File: config.mk
export PLATFORM = sky130hd
export DESIGN_NAME = stacktr_ctrl
export DESIGN_NICKNAME = d
export VERILOG_FILES = /design/src/rtl/stacktr_ctrl.sv
export SDC_FILE = /design/constraint.sdc
export NUM_CORES = 1
export LEC_CHECK = 0
export BUFFER_PORTS_ARGS = -buffer_cell sky130_fd_sc_hd__buf_2
export CAP_MARGIN = 20
export CELL_PAD_IN_SITES_DETAIL_PLACEMENT = 1
export CELL_PAD_IN_SITES_GLOBAL_PLACEMENT = 1
export CORE_AREA = 2 2 211 213
export CTS_CLUSTER_SIZE = 10
export DETAILED_ROUTE_END_ITERATION = 10
export DIE_AREA = 0 0 213 215
export PLACE_DENSITY = 0.61
export SKIP_LAST_GASP = 1
export SYNTH_ARGS = -nofsm -noshare
export SYNTH_HDL_FRONTEND = slang
export SYNTH_SLANG_ARGS = --single-unit
File: constraint.sdc
create_clock -name i_clk -period 2.7 [get_ports i_clk]
set_input_delay 0.54 -clock i_clk [delete_from_list [all_inputs] [get_ports i_clk]]
set_output_delay 0.54 -clock i_clk [all_outputs]
set_load 0.01 [all_outputs]
File: src/rtl/stacktr_ctrl.sv
// stacktr_ctrl: call/return stack-trace buffer sequencer.
// Pushes {pc,npc} on calls, pops on returns, and serves debug reads of
// entries by depth index through a single write port and one read port.
// Optional feature macro: STACKTR_WRAP_EN. When it is defined, a push into
// a full buffer overwrites the oldest entry. When it is not defined, such a
// push is dropped. In both cases the sticky overflow flag is set.
module stacktr_ctrl #(
    parameter int unsigned abits = 5,
    parameter int unsigned xlen  = 64
) (
    input  logic                i_clk,
    input  logic                i_nrst,
    input  logic                i_e_call,
    input  logic                i_e_ret,
    input  logic [xlen-1:0]     i_e_pc,
    input  logic [xlen-1:0]     i_e_npc,
    input  logic                i_flush,
    input  logic                i_dbg_req,
    output logic                o_dbg_ready,
    input  logic [abits-1:0]    i_dbg_idx,
    output logic                o_dbg_resp_valid,
    input  logic                i_dbg_resp_ready,
    output logic [2*xlen-1:0]   o_dbg_resp_data,
    output logic                o_dbg_resp_err,
    output logic [abits:0]      o_depth,
    output logic                o_ovf,
    output logic                o_we,
    output logic [abits-1:0]    o_waddr,
    output logic [2*xlen-1:0]   o_wdata,
    output logic [abits-1:0]    o_raddr,
    input  logic [2*xlen-1:0]   i_rdata
);

    localparam int unsigned AW     = abits;
    localparam int unsigned DW     = 2 * xlen;
    localparam int unsigned DEPTHW = abits + 1;
    localparam int unsigned SIZE   = 2 ** abits;

    typedef enum logic [1:0] {
        ST_IDLE = 2'd0,
        ST_RD   = 2'd1,
        ST_RESP = 2'd2
    } dbg_state_e;

    // Stack state
    logic [AW-1:0]     wptr_q, wptr_d;
    logic [DEPTHW-1:0] depth_q, depth_d;
    logic              ovf_q, ovf_d;
    logic              full, empty;
    logic              we_c;
    logic [AW-1:0]     waddr_c;

    // Debug read state
    dbg_state_e        state_q, state_d;
    logic              accept;
    logic              dbg_ready_q;
    logic              resp_valid_q;
    logic              resp_err_q;
    logic              err_lat_q;
    logic              resp_first_q;
    logic [AW-1:0]     raddr_q;
    logic [DW-1:0]     data_q;
    logic [DW-1:0]     resp_data_c;

    assign full  = (depth_q == DEPTHW'(SIZE));
    assign empty = (depth_q == '0);

    // Push/pop/replace/flush decode; the write port is driven combinationally
    always_comb begin
        wptr_d  = wptr_q;
        depth_d = depth_q;
        ovf_d   = ovf_q;
        we_c    = 1'b0;
        waddr_c = wptr_q;
        if (i_flush) begin
            wptr_d  = '0;
            depth_d = '0;
            ovf_d   = 1'b0;
        end else if (i_e_call && i_e_ret) begin
            // Replace top; on an empty stack this degenerates to a single push
            we_c = 1'b1;
            if (empty) begin
                waddr_c = wptr_q;
                wptr_d  = wptr_q + AW'(1);
                depth_d = DEPTHW'(1);
            end else begin
                waddr_c = wptr_q - AW'(1);
            end
        end else if (i_e_call) begin
            if (!full) begin
                we_c    = 1'b1;
                wptr_d  = wptr_q + AW'(1);
                depth_d = depth_q + DEPTHW'(1);
            end else begin
                ovf_d = 1'b1;
`ifdef STACKTR_WRAP_EN
                we_c   = 1'b1;
                wptr_d = wptr_q + AW'(1);
`endif
            end
        end else if (i_e_ret && !empty) begin
            wptr_d  = wptr_q - AW'(1);
            depth_d = depth_q - DEPTHW'(1);
        end
    end

    // Stack pointer, depth and sticky overflow registers
    always_ff @(posedge i_clk or negedge i_nrst) begin
        if (!i_nrst) begin
            wptr_q  <= '0;
            depth_q <= '0;
            ovf_q   <= 1'b0;
        end else begin
            wptr_q  <= wptr_d;
            depth_q <= depth_d;
            ovf_q   <= ovf_d;
        end
    end

    assign o_we    = we_c;
    assign o_waddr = waddr_c;
    assign o_wdata = {i_e_pc, i_e_npc};
    assign o_depth = depth_q;
    assign o_ovf   = ovf_q;

    assign accept = (state_q == ST_IDLE) && dbg_ready_q && i_dbg_req;

    // Debug FSM state register
    always_ff @(posedge i_clk or negedge i_nrst) begin
        if (!i_nrst) begin
            state_q <= ST_IDLE;
        end else begin
            state_q <= state_d;
        end
    end

    // Debug FSM next state: accept, wait one RAM cycle, hold response until taken
    always_comb begin
        state_d = state_q;
        case (state_q)
            ST_IDLE: if (accept) state_d = ST_RD;
            ST_RD:   state_d = ST_RESP;
            ST_RESP: if (i_dbg_resp_ready) state_d = ST_IDLE;
            default: state_d = ST_IDLE;
        endcase
    end

    // Response data: live RAM data on the first RESP cycle, captured copy afterwards
    always_comb begin
        resp_data_c = data_q;
        if (resp_first_q) begin
            resp_data_c = err_lat_q ? '0 : i_rdata;
        end
    end

    // Debug handshake, latched address/error and response holding registers
    always_ff @(posedge i_clk or negedge i_nrst) begin
        if (!i_nrst) begin
            dbg_ready_q  <= 1'b0;
            resp_valid_q <= 1'b0;
            resp_err_q   <= 1'b0;
            err_lat_q    <= 1'b0;
            resp_first_q <= 1'b0;
            raddr_q      <= '0;
            data_q       <= '0;
        end else begin
            dbg_ready_q  <= (state_d == ST_IDLE);
            resp_valid_q <= (state_d == ST_RESP);
            resp_err_q   <= (state_d == ST_RESP) ? err_lat_q : 1'b0;
            resp_first_q <= (state_q == ST_RD);
            data_q       <= ((state_q == ST_RESP) && (state_d == ST_RESP)) ? resp_data_c : '0;
            if (accept) begin
                raddr_q   <= wptr_q - AW'(1) - i_dbg_idx;
                err_lat_q <= (DEPTHW'(i_dbg_idx) >= depth_q);
            end
        end
    end

    assign o_dbg_ready      = dbg_ready_q;
    assign o_dbg_resp_valid = resp_valid_q;
    assign o_dbg_resp_err   = resp_err_q;
    assign o_dbg_resp_data  = resp_data_c;
    assign o_raddr          = raddr_q;

endmodule

==> impl_results.md <==
- Max Clock Freq: ~370 MHz
- # setup viols final: 1
- CTS H-tree lvls: 4
- Vias/cell: 4.04
- Worst-Margin Slew: between 0.5 and 0.6 ns
- Wire per inst: 17.0 microns
- Kind of critical path: reg -> out
- Max-Cap Viols: 0
- Initial antenna violation count: 3
- Core area: 43600 sq um
- Sw Pwr: 3300 uW
- Post-synthesis sequential area ratio: 0.474
- # nets final: about 1200
- Reg2reg setup slack: 0.51 ns
- Synth Instances: about 750
- Final period util: 1.00
- Clock network fraction of total power: 0.302
- Detailed Routing Iterations Pass 1: 4
- EDFF count, synth: 0
- Max Buffers Root-to-Sink: 2
- Register share of total power: 0.298
- Arr. time, crit path: 2.17 ns
- Reg-to-Reg Start: o_depth[0]$_DFFE_PN0P_
- Final ANT Viol Nets: 0
- Placed Cells: 1469
- Clk slew on worst S/H paths: 0.06 ns
- RSZ-0062 raised after global routing: true
- Total die area: approximately 46000 sq um
- Ratio of cells with drive above 1 in the final layout: 0.393
- Layout area overhead: 24.6%
- Gpl congestion: 0.751
- CTS sink cnt: approximately 150
- CTS tree: done
- Clk_lat worst skew: 0.48 ns
- Global-route wire length before repair: 38.1 mm
- Ys async rst share: 1.00
- Worst hold path cell count: 3
- # rows: 77
- Root Driver: clkbuf_16
- Cell taking the most area after synthesis: dfrtp_1
- Comb power frac: 0.400
- Outcome: finished, violations left
- I/O Buffers: 288
- Cell with the most instances after synthesis: dfrtp_1
- Iter 0 DRT Violations: 298
- Top post-synthesis cells by count: 152 x dfrtp_1, 134 x nor2b_1, 129 x buf_4
- Synthesis Warnings: 0
- Final count of hold timing violations: 0
- Final slew viol count: 0
- Worst R2R Path Depth: 6
- I/O pins: roughly 550
- Via count: 6094
- Hold_sp: i_rdata[19]
- Worst Path Max Fanout: 6
- Required @ worst endpoint: 2.16 ns
- Crit path launch type: register
- Chip height: 215 microns
- Final wirelength: 25.7 mm
- Switching part of the total power: 0.368
- # DRC: 0
- Total GRT Usage: 0.111
- Pwr Total: 8970 uW
- Max IR drop VDD: 0.421 mV
- Leakage: 0.00503 uW
- P_int: 5670 uW
- Syn nets: 1033
- Main flop type after synthesis: dfrtp_1
- Mapped cell area: between 8000 and 9000 sq um
- Pwr per Cell Area: ~900 nW/um^2
- Yosys top cell area share: 0.474
- Remaining Overflow, GRT: 0
- Hold endpoint: data_q[19]$_DFF_PN0_
- Reg-to-Reg End: wptr_q[4]$_DFFE_PN0P_
- Failing checks: negative setup slack
- Slew HR: 0.656
- HP Class: in -> reg
- Fin cells: 1507
- Setup crit end kind: output pin
- Die Wd: 213 microns
- Max Clock Skew: 0.00892 ns
- Setup ws final: -0.00618 ns
- Most area-consuming cells after synthesis: dfrtp_1 47%, a22o_1 14%, buf_4 12%, nor2b_1 10%, ha_1 2.3%
- Syn_area_per_cell: 10.7 sq um
- Initial Util: 0.184
- Vias in the first global route: 6500
- Total CTS buffers: 17
- Worst hold slack: about 0.42 ns
- Post-synth cell types: 47
- Largest net degree at the start of global routing: 84
- Hpwl dp: 17.9 mm
- Post-synthesis register bit count: 152
- Crit path time final: 2.71 ns
## cell type report
class	count	area [sq um]
Antenna cell	1	2.50
Clock buffer	20	457
Clock inverter	11	194
Fill cell	5101	33600
Inverter	20	80.1
Multi-Input combinational cell	400	3020
Sequential cell	152	3800
Tap cell	592	741
Timing Repair Buffer	311	1720
## cell usage in the layout (no fill, tap or decap), types with 15 or more instances in the layout
| cell | netlist | routed |
|---|---|---|
| buf_2 | 1 | 287 |
| dfrtp_1 | 152 | 152 |
| nor2b_1 | 134 | 133 |
| a22o_1 | 127 | 127 |
| inv_1 | 20 | 19 |
| nor2_1 | 20 | 18 |
| clkbuf_16 | 0 | 18 |
| nand2_1 | 16 | 15 |
| ha_1 | 15 | 15 |
| buf_4 | 129 | 15 |
## registers in the layout, summed over array words and instances, names as in the netlist
name              count
o_dbg_resp_valid      1
err_lat_q             1
resp_first_q          1
o_raddr               5
o_depth               6
o_dbg_resp_err        1
o_dbg_ready           1
data_q              128
wptr_q                5
state_q               2
o_ovf                 1
## kinds of logic (layout without fill, tap and decap cells)
group / after synthesis / count (layout) / share of synthesized area
buffers and inverters: 196 / 362 / 0.154
AND/OR/NAND/NOR: 193 / 193 / 0.140
AO/OA/AOI/OAI: 172 / 172 / 0.183
flip-flops: 152 / 152 / 0.474
adder cells (fa/ha/maj): 17 / 17 / 0.0283
XOR/XNOR: 15 / 15 / 0.0164
multiplexers: 3 / 3 / 0.00421
other: 0 / 1 / 0
## how the worst max path moves through the flow
stage / from / to
after global routing: o_depth[0]$_DFFE_PN0P_ / o_waddr[4]
after global placement: o_depth[2]$_DFFE_PN0P_ / o_waddr[3]
after detailed placement: o_depth[2]$_DFFE_PN0P_ / o_waddr[3]
after CTS: o_depth[4]$_DFFE_PN0P_ / o_waddr[4]
final: o_depth[0]$_DFFE_PN0P_ / o_waddr[2]
after floorplan: o_depth[0]$_DFFE_PN0P_ / o_waddr[4]
## repair_timing
| action | in CTS | in global routing |
|---|---|---|
| hold buffers | 1 | 0 |
| endpoints found under the setup margin | 5 | 71 |
| endpoints found under the hold margin | 40 | 0 |
| resized for setup | 2 | 7 |
| gates cloned | 0 | 1 |
| setup buffers | 3 | 1 |
| pin swaps | 3 | 4 |
## worst max-delay path, stage by stage (launching register included)
cell     delay [ns]
dfrtp_1        0.38
or4_4          0.56
o31ai_4        0.21
or2_4          0.20
nor2_1         0.06
xor2_1         0.13
buf_2          0.14
## per-stage QoR
step / setup TNS, ns / utilization / area (sq um) / worst slack [ns]
after floorplan: 0 / - / 8030 / 0.268
after global placement: 0 / 0.213 / 9280 / 0.310
after detailed placement: 0 / 0.213 / 9280 / 0.278
after CTS: -0.499 / 0.228 / 9970 / -0.118
after global routing: -0.544 / 0.229 / 10000 / -0.131
final: -0.00618 / 0.229 / 10000 / -0.00618
## metal layers
layer,part of all wire,vias up,wire [microns],global-route usage
li1,-,2754,-,-
met1,0.43,3042,11000,0.131
met2,0.46,264,11900,0.174
met4,0.021,0,547,0.0492
met3,0.086,34,2210,0.0497
met5,0,-,0,0.00539
## power groups by stage
stage	logic (uW)	clock network [uW]	registers [uW]
floorplan	2380	0	2710
global placement	3510	0	2720
detailed placement	3550	0	2720
CTS	3630	2840	2680
global route	3970	2910	2710
finish	3590	2710	2680
Note: power is estimated with default switching activity, not from simulation.
